[src/rtl/dds_pkg.sv]
// Shared constants and sine-table generators for the DDS core.
// Latency: n/a (package; functions are evaluated at elaboration to build ROM contents).
// Backpressure: n/a.
package dds_pkg;

  localparam int         LUT_AW   = 8;
  localparam int         SAMPLE_W = 8;
  localparam logic [7:0] MIDSCALE = 8'd128;
  localparam int         AMPL     = 127;

  // Q[i] = round(127*sin(2*pi*i/256)), i = 0..64, rounded half away from zero.
  // Held as integer constants so the ROM contents are exact and tool-independent.
  function automatic logic [6:0] quarter_sin(input logic [6:0] i);
    logic [6:0] q;
    case (i)
      7'd0:  q = 7'd0;    7'd1:  q = 7'd3;    7'd2:  q = 7'd6;    7'd3:  q = 7'd9;
      7'd4:  q = 7'd12;   7'd5:  q = 7'd16;   7'd6:  q = 7'd19;   7'd7:  q = 7'd22;
      7'd8:  q = 7'd25;   7'd9:  q = 7'd28;   7'd10: q = 7'd31;   7'd11: q = 7'd34;
      7'd12: q = 7'd37;   7'd13: q = 7'd40;   7'd14: q = 7'd43;   7'd15: q = 7'd46;
      7'd16: q = 7'd49;   7'd17: q = 7'd51;   7'd18: q = 7'd54;   7'd19: q = 7'd57;
      7'd20: q = 7'd60;   7'd21: q = 7'd63;   7'd22: q = 7'd65;   7'd23: q = 7'd68;
      7'd24: q = 7'd71;   7'd25: q = 7'd73;   7'd26: q = 7'd76;   7'd27: q = 7'd78;
      7'd28: q = 7'd81;   7'd29: q = 7'd83;   7'd30: q = 7'd85;   7'd31: q = 7'd88;
      7'd32: q = 7'd90;   7'd33: q = 7'd92;   7'd34: q = 7'd94;   7'd35: q = 7'd96;
      7'd36: q = 7'd98;   7'd37: q = 7'd100;  7'd38: q = 7'd102;  7'd39: q = 7'd104;
      7'd40: q = 7'd106;  7'd41: q = 7'd107;  7'd42: q = 7'd109;  7'd43: q = 7'd111;
      7'd44: q = 7'd112;  7'd45: q = 7'd113;  7'd46: q = 7'd115;  7'd47: q = 7'd116;
      7'd48: q = 7'd117;  7'd49: q = 7'd118;  7'd50: q = 7'd120;  7'd51: q = 7'd121;
      7'd52: q = 7'd122;  7'd53: q = 7'd122;  7'd54: q = 7'd123;  7'd55: q = 7'd124;
      7'd56: q = 7'd125;  7'd57: q = 7'd125;  7'd58: q = 7'd126;  7'd59: q = 7'd126;
      7'd60: q = 7'd126;  7'd61: q = 7'd127;  7'd62: q = 7'd127;  7'd63: q = 7'd127;
      7'd64: q = 7'(AMPL);
      // Indices above 64 are never produced by the quadrant decode.
      default: q = 7'd0;
    endcase
    return q;
  endfunction

  // T[k] = 128 + round(127*sin(2*pi*k/256)), built from the quarter wave by symmetry.
  function automatic logic [7:0] full_sin(input logic [7:0] k);
    logic [7:0] mirror;
    logic [6:0] idx;
    logic [6:0] mag;
    mirror = 8'd128 - {1'b0, k[6:0]};
    idx    = k[6] ? mirror[6:0] : {1'b0, k[5:0]};
    mag    = quarter_sin(idx);
    return k[7] ? (MIDSCALE - {1'b0, mag}) : (MIDSCALE + {1'b0, mag});
  endfunction

endpackage

[src/rtl/dds_sin_rom.sv]
// Registered 256-point sine lookup; DDS_QUARTER_WAVE_EN selects a 65-entry quarter-wave ROM.
// Latency: 1 cycle from address to value; reset forces value to mid-scale.
// Backpressure: none; a new address is accepted every cycle.
module dds_sin_rom
  import dds_pkg::*;
(
  input  logic       clk,
  input  logic       reset,
  input  logic [7:0] address,
  output logic [7:0] value
);

  logic [7:0] value_q;
  logic [7:0] value_d;

`ifdef DDS_QUARTER_WAVE_EN
  logic [7:0] mirror_idx;
  logic [6:0] q_idx;
  logic [6:0] q_mag;

  // Fold the address into the first quadrant, look up the magnitude, restore the sign.
  // Quadrants 1 and 3 mirror as 128 - k[6:0]; quadrants 0 and 2 use k[5:0] directly.
  always_comb begin
    mirror_idx = 8'd128 - {1'b0, address[6:0]};
    q_idx      = address[6] ? mirror_idx[6:0] : {1'b0, address[5:0]};
    q_mag      = quarter_sin(q_idx);
    value_d    = address[7] ? (MIDSCALE - {1'b0, q_mag}) : (MIDSCALE + {1'b0, q_mag});
  end
`else
  logic [7:0] rom [256];

  for (genvar k = 0; k < 256; k++) begin : g_rom
    assign rom[k] = full_sin(8'(k));
  end

  // Flat table: the address indexes the full period directly.
  always_comb begin
    value_d = rom[address];
  end
`endif

  // Output register: mid-scale under reset, otherwise the looked-up sample.
  always_ff @(posedge clk) begin
    if (!reset) begin
      value_q <= MIDSCALE;
    end else begin
      value_q <= value_d;
    end
  end

  assign value = value_q;

endmodule

[src/rtl/dds_core.sv]
// DDS core: phase accumulator stepping by mult each cycle, driving a registered sine ROM.
// Latency: phase_acc registered; value lags phase_acc by 1 cycle (mult to value: 2 cycles).
// Backpressure: none; free-running every cycle. DDS_QUARTER_WAVE_EN selects the quarter-wave ROM.
module dds_core
  import dds_pkg::*;
#(
  parameter int ACC_W = 8,
  parameter int OUT_W = 8
) (
  input  logic             clk,
  input  logic             reset,
  input  logic [ACC_W-1:0] mult,
  output logic [7:0]       phase_acc,
  output logic [OUT_W-1:0] value
);

  if (ACC_W < LUT_AW) begin : g_bad_acc_w
    $error("dds_core: ACC_W must be at least 8");
  end
  if (OUT_W != SAMPLE_W) begin : g_bad_out_w
    $error("dds_core: OUT_W must be 8 in this revision");
  end

  logic [ACC_W-1:0] acc_q;
  logic [ACC_W-1:0] acc_d;

  // Next phase: modulo-2^ACC_W add, wrap is silent by design.
  always_comb begin
    acc_d = acc_q + mult;
  end

  // Phase accumulator register with synchronous active-low clear.
  always_ff @(posedge clk) begin
    if (!reset) begin
      acc_q <= '0;
    end else begin
      acc_q <= acc_d;
    end
  end

  assign phase_acc = acc_q[ACC_W-1 -: LUT_AW];

  dds_sin_rom u_sin_rom (
    .clk     (clk),
    .reset   (reset),
    .address (phase_acc),
    .value   (value)
  );

endmodule

[config.mk]
export PLATFORM = sky130hd
export DESIGN_NAME = dds_core
export DESIGN_NICKNAME = d
export VERILOG_FILES = /design/src/rtl/dds_pkg.sv /design/src/rtl/dds_sin_rom.sv /design/src/rtl/dds_core.sv
export SDC_FILE = /design/constraint.sdc
export NUM_CORES = 1
export LEC_CHECK = 0
export BUFFER_PORTS_ARGS = -buffer_cell sky130_fd_sc_hd__buf_2
export CAP_MARGIN = 5
export CORE_ASPECT_RATIO = 1.75
export CORE_MARGIN = 3
export CORE_UTILIZATION = 35
export CTS_CLUSTER_SIZE = 30
export DETAILED_ROUTE_END_ITERATION = 10
export MAX_ROUTING_LAYER = met4
export PLACE_DENSITY_LB_ADDON = 0.12
export SYNTH_ARGS = -nofsm -noshare
export SYNTH_HDL_FRONTEND = slang
export SYNTH_HIERARCHICAL = 1
export SYNTH_SLANG_ARGS = --single-unit
[constraint.sdc]
create_clock -name clk -period 2.6 [get_ports clk]
set_clock_uncertainty 0.1 [all_clocks]
set_input_delay 0.26 -clock clk [delete_from_list [all_inputs] [get_ports clk]]
set_output_delay 0.26 -clock clk [all_outputs]
set_load 0.01 [all_outputs]
==> flow_summary.ini <==
[power_and_ir_drop]
power_report.internal_total_mw = 1.486
comb_power_share_pct = 73.4
power_density_nw_per_um2 = 1037
max-vdd-ir-drop_uv = 616.0
clkPwrFrac_pct = 11.5
fin_total_pwr_mw = 3.167
leakage_dissipation_nw = 1.221
p_seq_share_pct = 15.2
power_switching_share_pct = 53.08
switchingPower_mw = 1.681

[sta]
hold_viol_final = 0
min_period_over_period_pct = 89.71
tns_ns = 0
setup_repair_after_global_routing_missed_its_margin = false
achievable-frequency_ghz = 0.4288
slew_viol_final = 0
setup_viol = 0
slew-limit-headroom_pct = 60.63
tightestPinTransition_ns = 0.5894
fin_crit_ns = 2.332

[logic_synthesis]
synthCells = 372
synth_top_area_share_pct = 11.84
syn_warnings = 6
synth_compound_gate_area_share_pct = 37.17
yosysUniqueCellTypes = 64
yosys.area_share.simple_pct = 25.20
synth.area.mux_share_pct = 4.854
synth.largest_area_cell = sky130_fd_sc_hd__dfxtp_1
largest_family_of_logic_cells_by_synthesized_area = compound AO/OA/AOI/OAI gates
yosysSeqAreaShare_pct = 11.84
mappedNetlistArea_sq_um = 2706
synth_seq_cells = 16
synth_ff_type = sky130_fd_sc_hd__dfxtp_1
synth-adder-area-share_pct = 10.45
synth-async-reset-ratio_pct = 0
synth.area.top_cells = sky130_fd_sc_hd__dfxtp_1 12%, sky130_fd_sc_hd__ha_1 9.7%, sky130_fd_sc_hd__a21oi_1 5.7%, sky130_fd_sc_hd__o21ai_0 4.8%, sky130_fd_sc_hd__nand2_1 3.9%
synth_edf_count = 0
synth_nets = 404
synthXorXnorAreaFrac_pct = 1.294
synth.avg_cell_area_sq_um = 7.275

[detailed_routing]
routedWlPerCell_microns = 24.21
routed.top_layer = met4
detail_route.iter0.violations = 308
totalWireLength_mm = 11.55
final_antenna_net_count = 0
drt_pass1_iterations = 5
drc = 0
post_drt_via_cell_ratio = 6.853
dr_wl_met3_microns = 658
routed-via-count = 3269
wl_met1_mm = 4.064
met2WireLength_mm = 5.860

[clock_tree]
cts_max_level = 1
cts_bufs_inserted = 3
clk_latency_ns = 0.26
max-clock-path-buffers = 2
tritoncts_num_sinks = 16
cts_post_setup_buffers_inserted = 0
path_clk_slew_ns = 0.06
cts_repair_resize_count = 0
holdBufCountCts = 0
cts_tree = done
clk_root_buffer_cell = sky130_fd_sc_hd__clkbuf_16

[run]
max_cap_violations = 0

[floorplan]
die-height_microns = 122.3
design.die.area_sq_um = 8865
start_util_pct = 36.64
io_pins = 26
fp.dieW_microns = 72.47
fp.coreArea_sq_um = 7387
rows = 41

[placement]
dp_hpwl_mm = 8.553
io_buffers = 25
routabilityCongestion = 1.038
dp_cells = 473

[global_routing]
grt_start_max_net_pins = 43
via_count_of_the_first_global_routing_pass = 3125
gr-total-overflow = 0
grt_antenna_before_repair = 0
grt_first_pass_wirelength_mm = 17.68
groute.usage.overall_pct = 27.29

[final_layout]
fillers = 824
areaGrowthSynthToFinish_pct = 12.85
n_antenna_cell = 0
mostFrequentLayoutCell = sky130_fd_sc_hd__a21oi_1
final_net_count = 424
layout.cells.non_filler = 477
most-common-layout-cells = 31 x sky130_fd_sc_hd__a21oi_1, 28 x sky130_fd_sc_hd__nand2_1, 26 x sky130_fd_sc_hd__o21ai_0
final_layout_size_suffix_gt1_share_pct = 18.93
final_util_pct = 41.34

[setup_path]
crit_path_top_delay_cell = sky130_fd_sc_hd__and4_1
cp_slowest_stage_delay_ns = 0.33
worstPathRequired_ns = 2.64
worst_ep_arrival_time_ns = 2.37
crit_path_max_fo = 22
critical_path.cell_chain = buf_4 > ha_1 > nand2b_1 > and4_1 > o31a_1 > a211oi_1 > a311oi_1
endpoint_class_of_the_critical_path = flop
path_class = flop to flop
worstSetupStartpointType = flop

[run_status]
run_status = finished clean

[worst_hold_path]
min-delay-path-class = primary input to flop
final cells by class:
cell class | instances | area, sq um | share of cell area, %
well taps | 86 | 107.6 | 3.523
repair buffers | 51 | 345.3 | 11.31
clock buffers | 4 | 88.84 | 2.909
flip-flops and latches | 16 | 324.1 | 10.61
multi-input cells | 307 | 2137 | 69.97
inverters | 13 | 51.30 | 1.680
Yosys cell counts, types with 3 or more instances:
master and n:
sky130_fd_sc_hd__a21oi_1 31, sky130_fd_sc_hd__a221o_1 4, sky130_fd_sc_hd__dfxtp_1 16, sky130_fd_sc_hd__o211ai_1 9, sky130_fd_sc_hd__mux2i_1 3, sky130_fd_sc_hd__or3_1 4, sky130_fd_sc_hd__nand2b_1 12, sky130_fd_sc_hd__nor2_1 19
sky130_fd_sc_hd__nand3_1 12, sky130_fd_sc_hd__a22oi_1 4, sky130_fd_sc_hd__and2_1 5, sky130_fd_sc_hd__a211oi_1 9, sky130_fd_sc_hd__xnor2_1 3, sky130_fd_sc_hd__buf_2 14, sky130_fd_sc_hd__a21o_1 9, sky130_fd_sc_hd__nand2_1 28
sky130_fd_sc_hd__clkbuf_1 12, sky130_fd_sc_hd__o311ai_0 7, sky130_fd_sc_hd__inv_1 12, sky130_fd_sc_hd__o221ai_1 3, sky130_fd_sc_hd__nor4_1 7, sky130_fd_sc_hd__nor2b_1 16, sky130_fd_sc_hd__or2_2 5, sky130_fd_sc_hd__o2111ai_1 4
sky130_fd_sc_hd__o21ai_0 26, sky130_fd_sc_hd__nor3_1 7, sky130_fd_sc_hd__buf_6 3, sky130_fd_sc_hd__buf_4 6, sky130_fd_sc_hd__o31ai_1 5, sky130_fd_sc_hd__a311oi_1 7, sky130_fd_sc_hd__and3_1 3, sky130_fd_sc_hd__ha_1 21
sky130_fd_sc_hd__mux4_2 3
worst paths after layout:
check / start / end / slack, ns / cells past startpoint
setup / recovery: phase_acc[1] / u_sin_rom/value[3] / 0.27 / 7
hold / removal: mult[0] / phase_acc[0] / 0.22 / 3
setup reg to reg: phase_acc[1] / u_sin_rom/value[3] / 0.27 / 7
hold reg to reg: phase_acc[2] / u_sin_rom/value[7] / 0.61 / 2
per-layer routing:
metal / global-route usage [%] / vias up
li1: - / 1455
met2: 45.78 / 213
met3: 3.689 / 65
met1: 28.44 / 1536
met4: 20.44 / 0
met5: - / -
logic make-up (layout without fill, tap and decap cells):
kind of cell,count (synthesis),after routing
buffers and inverters,49,68
adders and majority gates,22,22
muxes,9,9
and+or+nand+nor,129,129
DFF,16,16
AOI/OAI and AO/OA,143,143
xor gates and xnor gates,4,4
power groups by stage:
stage          clock (mW)  sequential (mW)  combinational (mW)
2_1_floorplan           0            0.447                1.54
3_5_place_dp            0            0.485                2.26
5_1_grt             0.380            0.494                2.49
6_report            0.363            0.480                2.32
4_1_cts             0.372            0.481                2.26
3_3_place_gp            0            0.483                2.27
worst max-delay path: cells and delay by family (launching register included):
kind                     cells  cell delay (ns)
buffers and inverters        1             0.21
AO/OA/AOI/OAI                3             0.62
adder cells (fa/ha/maj)      1             0.32
AND/OR/NAND/NOR              2             0.65
flip-flops                   1             0.30
registers in the layout (all words and copies together), names as in the netlist:
| signal | cells |
|---|---|
| u_sin_rom/value | 8 |
| phase_acc | 8 |
per-stage QoR:
stage | area (sq um) | hold WS, ns | worst slack (ns)
after global placement | 2965 | 0.4924 | 0.2645
after floorplan | 2706 | 0.2817 | 0.02817
final | 3054 | 0.2240 | 0.2677
after detailed placement | 2965 | 0.4958 | 0.2957
after CTS | 3054 | 0.2248 | 0.2850
after global routing | 3054 | 0.2609 | 0.1120
Power figures use the tool's default switching activity.
